--- config.mk ---
export PLATFORM = sky130hd
export DESIGN_NAME = ftoi
export DESIGN_NICKNAME = d
export VERILOG_FILES = /design/src/rtl/fpu_pkg.sv /design/src/rtl/ftoi_shift.sv /design/src/rtl/ftoi.sv
export SDC_FILE = /design/constraint.sdc
export NUM_CORES = 1
export LEC_CHECK = 0
export CAP_MARGIN = 20
export CORE_AREA = 2 2 110 112
export DETAILED_ROUTE_END_ITERATION = 7
export DIE_AREA = 0 0 112 114
export PLACE_DENSITY = 0.85
export SYNTH_ARGS = -nofsm -noshare
export SYNTH_HDL_FRONTEND = slang
export SYNTH_SLANG_ARGS = --single-unit
--- constraint.sdc ---
create_clock -name clk -period 0.8 [get_ports clk]
set_input_delay 0.08 -clock clk [delete_from_list [all_inputs] [get_ports clk]]
set_output_delay 0.08 -clock clk [all_outputs]
set_load 0.01 [all_outputs]
--- src/rtl/fpu_pkg.sv ---
// Shared FPU definitions: float32 field layout and int32 saturation limits.
package fpu_pkg;

   localparam int unsigned FLOAT_BIAS = 127;
   localparam int unsigned EXP_W      = 8;
   localparam int unsigned MANT_W     = 23;
   localparam int unsigned SIG_W      = MANT_W + 1;
   localparam int unsigned INT_W      = 32;

   localparam logic [INT_W-1:0] INT_MAX = 32'h7FFF_FFFF;
   localparam logic [INT_W-1:0] INT_MIN = 32'h8000_0000;

   typedef struct packed {
      logic              sign;
      logic [EXP_W-1:0]  exp;
      logic [MANT_W-1:0] mant;
   } float32_t;

endpackage

--- src/rtl/ftoi_shift.sv ---
// Aligns the float significand to an integer magnitude; returns truncated value,
// first bit shifted out (round bit) and an overflow flag for |x| >= 2^31.
module ftoi_shift
   import fpu_pkg::*;
(
   input  logic [SIG_W-1:0] sig,
   input  logic [EXP_W-1:0] exp,
   output logic [INT_W-1:0] mag,
   output logic             rnd,
   output logic             ovf
);

   logic [SIG_W:0] ext;
   logic [4:0]     rs;
   logic [2:0]     ls;

   assign rs = 5'(8'd150 - exp);
   assign ls = 3'(exp - 8'd150);

   // exp 126 gives a right shift of 24, leaving only the round bit (0.5 <= |x| < 1)
   always_comb begin
      mag = '0;
      rnd = 1'b0;
      ovf = 1'b0;
      ext = '0;
      if (exp >= 8'd158) begin
         ovf = 1'b1;
      end else if (exp >= 8'd150) begin
         mag = INT_W'(sig) << ls;
      end else if (exp >= 8'd126) begin
         ext = {sig, 1'b0} >> rs;
         mag = INT_W'(ext[SIG_W:1]);
         rnd = ext[0];
      end
   end

endmodule

--- src/rtl/ftoi.sv ---
// float32 -> int32 converter: round to nearest (ties away from zero), saturating,
// one registered stage, one conversion per cycle.
module ftoi
   import fpu_pkg::*;
(
   input  logic             clk,
   input  logic             rstn,
   input  logic [31:0]      x,
   output logic [31:0]      y
);

   float32_t         f;
   logic [INT_W-1:0] mag;
   logic             rnd;
   logic             ovf;
   logic [INT_W:0]   mag_r;
   logic [INT_W-1:0] y_nxt;

   assign f = x;

   ftoi_shift u_shift (
      .sig (SIG_W'({1'b1, f.mant})),
      .exp (f.exp),
      .mag (mag),
      .rnd (rnd),
      .ovf (ovf)
   );

   assign mag_r = {1'b0, mag} + (INT_W+1)'(rnd);

   // Special cases first, then sign-dependent saturation of the rounded magnitude
   always_comb begin
      y_nxt = '0;
      if (f.exp == 8'hFF && f.mant != '0) begin
         y_nxt = INT_MAX;
      end else if (ovf) begin
         y_nxt = f.sign ? INT_MIN : INT_MAX;
      end else if (f.exp == '0) begin
         y_nxt = '0;
      end else if (!f.sign) begin
         y_nxt = (mag_r > (INT_W+1)'(INT_MAX)) ? INT_MAX : mag_r[INT_W-1:0];
      end else begin
         y_nxt = (mag_r > (INT_W+1)'(INT_MIN)) ? INT_MIN : (~mag_r[INT_W-1:0] + 32'd1);
      end
   end

   always_ff @(posedge clk or negedge rstn) begin
      if (!rstn) y <= '0;
      else       y <= y_nxt;
   end

endmodule

==> impl_metrics.ini, run 1 <==
[synthesis]
synth_edf_count = 0
syn_nets = 759
syn_avg_cell_area_um2 = 8.478
netlist_area_um2 = 6062
synth_cells = 715
synth_cell_type_count = 98
synthArstFlopShare_pct = 100.0
yosysSeqAreaShare_pct = 13.21
synth_top_cell_by_area = mux4_2
synth_ff_type = dfrtp_1
synth_top_area_share_pct = 13.37
ys.warnings.count = 0
synth_most_common_cell = nand2_1
synth_top_cells_by_count = nand2_1 (85), o21ai_0 (45), nor2_1 (39), mux4_2 (36), dfrtp_1 (32)
yosys-top-cells-area = mux4_2 (13%), dfrtp_1 (13%), nand2_1 (5.3%), mux2i_1 (5.0%), xnor2_1 (4.5%)
synth_seq_cells = 32

[grt]
antenna_found_initial = 0
overflow = 0
grt_usage_pct = 41.72
grt_use_met2_pct = 72.16
grt_first_pass_wirelength_mm = 42.65
grtUsageMet1_pct = 44.95
top_usage_layer = met2
grt_pass1_vias = 8357
grtUsageMet3_pct = 7.226
grt_max_degree = 35

[setup_path]
setup.worst_path.start_class = input port
crit_type = input port to flop
critPathMaxFanout = 7
critPathRequiredTime_ns = 0.93
crit_arrival_ns = 4.45
cp-end-kind = flop

[layout]
drive_gt1_share_pct = 52.29
fin_nets = 1090
largest_register_ffs = 32
top_register = y
area_growth_pct = 61.73
n_fill_cell = 602
diodes = 0
multiInputGateArea_um2 = 5529
reg_top3 = y (32)
final-instance-count-excl-fill = 1193
regArea_um2 = 800.8

[place]
place_ws_ns = -4.142
place_congestion = 1.139
port_buffers = 65
dp_hpwl_mm = 18.68
placed_cells = 1156

[power]
ir_worst_vdd_mv = 2.149
pwr-share-seq_pct = 15.9
clkPwrFrac_pct = 16.0
p_sw_mw = 5.184
combPwrFrac_pct = 68.2
leakage_nw = 4.202
p_int_mw = 7.257
swShare_pct = 41.67
power-per-cell-area_nw_per_um2 = 1269

[routing]
detail-route-antenna-nets = 0
drt-total-wl_mm = 29.53
dr.pass1.iters = 8
drcViolationCount = 23
wire_per_inst_um = 24.75
first_iter_violations = 1379
viasPerCell = 7.143
vias = 8522

[sta]
worst_slack_ns = -3.514
period_share_pct = 539.3
rsz0062_at_grt = true
max_freq_mhz = 231.8
tightest_slew_ns = 0.6477
fin_crit_ns = 4.314
final_max_slew_viol_count = 0
maxSlewHeadroom_pct = 56.49
hold_viol = 0
finalSetupViolations = 64

[die]
rows = 40
die_h_um = 114
dieArea_um2 = 12770
initial_core_util_pct = 51.76
core_region_area_um2 = 11710
die-width_um = 112
io-pin-count = 66

[status]
status = finished, violations left
violations = design-rule violations, negative setup slack

[clocking]
clock_sinks = 32
clock-root-buffer = clkbuf_16
numCtsBuffers = 5
cts_buffer_depth = 2
hold_buffers = 0
cts_tree = built
htreeDepth = 2
path_clk_slew_ns = 0.05

[job]
cap_violations = 0

[min_path]
hold_path.class = input port to asynchronous set/reset pin
==> routing by layer <==
layer	vias to the layer above	share of wire [%]
met4	0	10
met1	3922	33
met3	301	10
met5	-	0
li1	3456	-
met2	843	47
==> kinds of logic after synthesis <==
kind of cell	Yosys count	synth area share [%]
AOI/OAI and AO/OA	202	25.08
xor gates and xnor gates	48	7.307
adders and majority gates	10	2.064
buffers and inverters	73	6.233
DFF	32	13.21
muxes	85	22.41
and+or+nand+nor	265	23.69
==> stage by stage <==
| step | area (um2) | total power [mW] | hold WS [ns] | utilization (%) | setup TNS [ns] |
|---|---|---|---|---|---|
| floorplan | 6252 | 5.747 | -0.2156 | - | -112.41 |
| global placement | 8880 | 8.585 | 0.4615 | 75.82 | -116.05 |
| detailed placement | 8880 | 8.932 | 0.4662 | 75.82 | -122.45 |
| CTS | 9392 | 11.32 | 0.1776 | 80.19 | -97.09 |
| global route | 9804 | 12.83 | 0.1972 | 83.72 | -111.58 |
| finish | 9804 | 12.44 | 0.1711 | 83.72 | -101.75 |
==> cell type report <==
type	count	area share, %
multi-input cells	610	56.39
inverters	14	0.6636
repair buffers	383	31.34
flip-flops and latches	32	8.167
clock buffers	7	1.557
well taps	147	1.876
==> power groups by stage <==
stage | Combinational (mW) | Clock, mW | Sequential [mW]
global route | 8.78 | 2.05 | 2.00
detailed placement | 6.93 | 0 | 2.01
floorplan | 3.58 | 0 | 2.16
CTS | 7.38 | 1.96 | 1.97
global placement | 6.59 | 0 | 2.00
finish | 8.48 | 1.99 | 1.98
==> worst paths after layout <==
path | slack (ns) | end | start
setup / recovery | -3.51 | y[28]$_DFF_PN0_ | x[23]
hold / removal | 0.17 | y[26]$_DFF_PN0_ | rstn
max in group asynchronous | 0.46 | y[16]$_DFF_PN0_ | rstn
min in group clk | 0.55 | y[31]$_DFF_PN0_ | x[24]
==> worst max-delay path, cell delays in order <==
cell,delay (ns)
buf_12,0.09
inv_8,0.03
ha_4,0.28
buf_8,0.16
buf_6,0.12
mux2i_2,0.15
mux4_2,0.53
mux2_4,0.30
a211oi_2,0.19
ha_2,0.26
ha_4,0.18
inv_4,0.04
nor2_2,0.09
a32o_2,0.18
buf_4,0.14
nand3_4,0.08
nor4_1,0.44
xnor2_1,0.22
and2_0,0.23
nand4_1,0.17
buf_4,0.19
mux2i_1,0.13
o221ai_1,0.15
==> cells in the final DEF (no fill, tap or decap), drive strengths merged, types with 23 or more instances in the layout <==
cell type and count:
buf 352, xnor2 33, mux4 38, o21ai 61, mux2i 30, dfrtp 32
nor2 39, a21oi 24, nand2 85, clkdlybuf4s50 23, nand3 31, nor3 26
==> repair_timing <==
action,CTS,global route
endpoints found under the setup margin,64,64
resized for setup,232,74
hold endpoints to repair,0,0
buffers inserted,20,12
pin swaps,37,36
Note: power is estimated with default switching activity, not from simulation.
==> run 2, diff against run 1 <==
Settings changed: PLACE_DENSITY 0.85 to default, PLACE_DENSITY_LB_ADDON from default to 0.08, SLEW_MARGIN from default to 10.
==> run 2 against run 1 <==
The flow finishes with violations (negative setup slack). Global-route usage shrank 1.4 points. Design area grew 2.3%. Die area is the same. Combinational power grew 3.4%. Fmax shrank 3.6%. Sequential cell count is the same. Sequential power grew 3%. Total power grew 2.3%. Hold slack lost 0.0065 ns. Largest power group unchanged. Critical endpoint is now y[16]$_DFF_PN0_. Highest routed layer unchanged. Clock-buffer cell count is the same.
==> impl_metrics.ini, run 2 (synthesized netlist as in run 1, its figures left out) <==
[clocking]
path_clk_slew_ns = 0.05
cts_buffer_depth = 2
hold_buffers = 0
cts_tree = built
numCtsBuffers = 5
htreeDepth = 2
clock_sinks = 32
clock-root-buffer = clkbuf_16

[layout]
layout_common_cells = buf_4 (295), nand2_1 (79), buf_6 (37), mux4_2 (36), nor2_1 (36)
design_area_um2 = 10030
reg_top3 = y (32)
area_growth_pct = 65.47
n_fill_cell = 592
layout_commonest_cell = buf_4
largest_register_ffs = 32
fin_nets = 1099
top_register = y
utilization_pct = 85.65
drive_gt1_share_pct = 52.51
diodes = 0

[sta]
fin_crit_ns = 4.474
hold_viol = 0
finalSetupViolations = 64
rsz0062_at_grt = true
worst_slack_ns = -3.674
period_share_pct = 559.3
final_max_slew_viol_count = 0
tightest_slew_ns = 0.6771
max_freq_mhz = 223.5
maxSlewHeadroom_pct = 54.15

[setup_path]
critPathRequiredTime_ns = 0.95
max_stage_delay_ns = 0.43
setup.worst_path.start_class = input port
crit_buf_inv = 6
crit_arrival_ns = 4.62
crit_top_cell = ha_4
crit_chain = buf_12 -> inv_6 -> ha_4 -> buf_8 -> mux2_4 -> a221oi_4 -> nor3_2 -> a211oi_2 -> a211oi_4 -> ha_4 -> ha_4 -> buf_6 -> a32o_2 -> or4_4 -> a211o_1 -> buf_6 -> o2bb2a_4 -> nand4_1 -> buf_4 -> nand2_4 -> xnor2_2 -> o21ai_1
critPathMaxFanout = 6
cp-end-kind = flop
crit_type = input port to flop
cp_slowest_cell = or4_4
crit_family = compound AO/OA/AOI/OAI gates

[power]
combPwrFrac_pct = 68.9
leakage_nw = 4.333
p_sw_mw = 5.289
swShare_pct = 41.58
clkPwrFrac_pct = 15.2
p_int_mw = 7.432
finalPower_mw = 12.72
power-per-cell-area_nw_per_um2 = 1268
ir_worst_vdd_mv = 2.472
pwr-share-seq_pct = 15.9

[place]
place_congestion = 1.015
port_buffers = 65
dp_hpwl_mm = 19.03
placed_area_um2 = 8795

[die]
die_h_um = 114
rows = 40
io-pin-count = 66
die-width_um = 112
dieArea_um2 = 12770
core_region_area_um2 = 11710
initial_core_util_pct = 51.76

[routing]
drt-total-wl_mm = 30.56
viasPerCell = 6.913
detail-route-antenna-nets = 0
dr.pass1.iters = 5
drcViolationCount = 0
wire_per_inst_um = 25.42
first_iter_violations = 1088
vias = 8310

[status]
violations = negative setup slack
status = finished, violations left

[min_path]
hold_path.class = input port to asynchronous set/reset pin

[grt]
grt_usage_pct = 40.31
grt_first_pass_wirelength_mm = 41.37
grt_pass1_vias = 7854
grt_max_degree = 33
overflow = 0
antenna_found_initial = 0

[job]
cap_violations = 0
-- run 2: cell types whose count changed in the layout (fill, tap and decap cells not counted), sizes merged --
cell and change:
dlymetal6s2s +2, clkdlybuf4s50 +3, buf +9, dlygate4sd2 -4, clkbuf -1
-- run 2: repair_timing --
action,in CTS,in global routing
pin swaps,34,57
gates cloned,0,0
gates resized for setup,205,118
endpoints found under the setup margin,64,64
buffers inserted,32,19
-- run 2: area by class of cell --
type | instances | area [um2] | area share [%]
clock buffers | 7 | 152.6 | 1.522
repair buffers | 392 | 3181 | 31.71
well taps | 147 | 183.9 | 1.834
flip-flops and latches | 32 | 800.8 | 7.983
multi-input cells | 610 | 5643 | 56.26
inverters | 14 | 70.07 | 0.6985
-- run 2: layer usage --
layer  track usage, %  vias to the layer above  wire, um  share of wire (%)
li1                 -                     3480         -                  -
met1            47.25                     3917     10630                 35
met2            71.88                      662     14360                 47
met3            3.507                      251      2652                8.7
met4            24.55                        0      2912                9.5
met5                0                        -         0                  0
-- run 2: power by group through the flow --
stage / Combinational, mW / Sequential, mW / Clock [mW]
6_report: 8.77 / 2.03 / 1.93
3_5_place_dp: 6.90 / 2.01 / 0
2_1_floorplan: 3.58 / 2.16 / 0
4_1_cts: 7.30 / 2.00 / 1.90
3_3_place_gp: 6.73 / 2.00 / 0
5_1_grt: 9.09 / 2.04 / 1.98
-- run 2: worst max-delay path by stage --
| stage | slack [ns] | endpoint | depth (start not counted) | from |
|---|---|---|---|---|
| finish | -3.67 | y[16]$_DFF_PN0_ | 22 | x[24] |
| global route | -4.00 | y[16]$_DFF_PN0_ | 23 | x[24] |
| CTS | -3.41 | y[28]$_DFF_PN0_ | 23 | x[23] |
| detailed placement | -4.27 | y[30]$_DFF_PN0_ | 20 | x[25] |
| global placement | -4.03 | y[30]$_DFF_PN0_ | 20 | x[25] |
| floorplan | -4.08 | y[13]$_DFF_PN0_ | 28 | x[23] |
-- run 2: through the flow --
step | cells | TNS [ns] | worst slack, ns | hold WS, ns
after floorplan | 715 | -112.41 | -4.084 | -0.2156
after global placement | 1148 | -116.67 | -4.027 | 0.4585
after detailed placement | 1148 | -121.90 | -4.273 | 0.4602
after CTS | 1186 | -99.15 | -3.415 | 0.1793
after global routing | 1202 | -109.71 | -4.003 | 0.1860
final | 1202 | -105.11 | -3.674 | 0.1647
==> run 3, diff against run 2 <==
Settings changed: CORE_AREA 2 2 110 112 to 2 2 108 110, DIE_AREA 0 0 112 114 to 0 0 110 112, DONT_BUFFER_PORTS from default to 1.
==> run 3 against run 2 <==
The run ends with negative hold slack, negative setup slack left. Critical path type unchanged. Die area decreased by 3.5%. Clock-buffer cell count decreased by 2. Cell count decreased by 9.8%. Via count decreased by 10%. Setup slack improved by 0.20 ns. Routed wire length decreased by 14%. Sequential power increased by 8%. Critical endpoint is now y[23]$_DFF_PN0_. Largest power group unchanged. Clock power decreased by 5%. Global-route usage increased by 0.39 points. Sequential share of layout area increased by 1.2 points.
==> impl_metrics.ini, run 3 (synthesized netlist as in run 1, its figures left out) <==
[die]
initial_core_util_pct = 54.25
rows = 39
die_h_um = 112
dieArea_um2 = 12320
core_region_area_um2 = 11170
io-pin-count = 66
die-width_um = 110

[routing]
first_iter_violations = 832
wire_per_inst_um = 24.33
drcViolationCount = 0
detail-route-antenna-nets = 0
viasPerCell = 6.902
dr.pass1.iters = 6
drt-total-wl_mm = 26.37
vias = 7482

[setup_path]
cp-end-kind = flop
setup.worst_path.start_class = input port
crit_arrival_ns = 4.45
crit_type = input port to flop
critPathMaxFanout = 65
critPathRequiredTime_ns = 0.98

[layout]
design_area_um2 = 8721
top_register = y
fin_nets = 983
layout_common_cells = buf_4 (254), nand2_1 (80), nor2_1 (38), mux4_2 (36), o21ai_1 (33)
layout_commonest_cell = buf_4
utilization_pct = 78.04
area_growth_pct = 43.86
drive_gt1_share_pct = 47.02
final-instance-count-excl-fill = 1084
reg_top3 = y (32)
largest_register_ffs = 32

[sta]
tightest_slew_ns = 0.9835
max_freq_mhz = 234.1
hold_viol = 34
rsz0062_at_grt = true
maxSlewHeadroom_pct = 34.19
finalSetupViolations = 32
final_max_slew_viol_count = 0
fin_crit_ns = 4.271
fin_hold_ws_ns = -0.5056
period_share_pct = 533.8
worst_slack_ns = -3.471
fin_tns_setup_ns = -97.61

[grt]
grt_usage_pct = 40.71
grt_first_pass_wirelength_mm = 39.13
grt_pass1_vias = 7255
antenna_found_initial = 1
grt_max_degree = 66
overflow = 0

[clocking]
cts_tree = built
path_clk_slew_ns = 0.06
clock_sinks = 32
numCtsBuffers = 5
clock-root-buffer = clkbuf_16
cts_buffer_depth = 2
htreeDepth = 2

[status]
status = finished, violations left
violations = negative hold slack, negative setup slack

[power]
ir_worst_vdd_mv = 2.196
leakage_nw = 3.669
power-per-cell-area_nw_per_um2 = 1261
finalPower_mw = 11.00

[place]
dp_hpwl_mm = 18.35
placed_cells = 1038
placed_area_um2 = 7854
place_ws_ns = -3.789
place_congestion = 0.9811
port_buffers = 0

[job]
cap_violations = 0

[min_path]
hold_path.class = input port to asynchronous set/reset pin
run 3: power by group:
group | total (mW) | internal (mW) | switching, mW
logic | 6.97 | 3.48 | 3.49
clock network | 1.84 | 1.14 | 0.693
registers | 2.20 | 1.91 | 0.288
total | 11.0 | 6.53 | 4.47
run 3: critical path: stages:
cell	delay, ns
inv_12	0.03
ha_4	0.32
buf_8	0.15
mux2i_2	0.23
nand2_1	0.08
o21ai_1	0.08
a21oi_1	0.08
nor2_1	0.10
a311oi_1	0.05
a31oi_1	0.31
o32ai_2	0.13
ha_2	0.24
ha_4	0.18
inv_2	0.05
nor2_1	0.03
a32o_2	0.25
or4_1	0.40
a211o_1	0.38
o2bb2ai_4	0.17
buf_12	0.15
nor4b_4	0.27
buf_4	0.21
a31oi_1	0.11
xor2_1	0.17
o21ai_1	0.19
run 3: area by class of cell:
class	instances	area, um2
flip-flops and latches	32	800.8
well taps	143	178.9
inverters	14	67.56
clock buffers	5	125.1
clock inverters	3	18.77
fillers	738	2454
multi-input cells	611	5355
diodes	1	2.502
repair buffers	275	2172
run 3: repair_timing:
item / CTS / global route
endpoints found under the hold margin: 35 / 33
buffers inserted: 25 / 12
cloned: 1 / 0
resized for setup: 69 / 36
endpoints found under the setup margin: 32 / 32
pin swaps: 57 / 43
run 3: final timing paths:
kind	startpoint	to	slack (ns)	cells after the start
min in group clk	x[31]	y[30]$_DFF_PN0_	-0.02	2
max	x[23]	y[23]$_DFF_PN0_	-3.47	25
min	rstn	y[11]$_DFF_PN0_	-0.51	0
max in group asynchronous	rstn	y[15]$_DFF_PN0_	1.23	0
run 3: per-layer routing:
layer  GRT usage [%]  vias up  share of wire, %
li1                -     3240                 -
met1           50.44     3585                37
met2           66.42      500                47
met3           4.391      157               7.3
met4           25.74        0               7.8
met5               0        -                 0
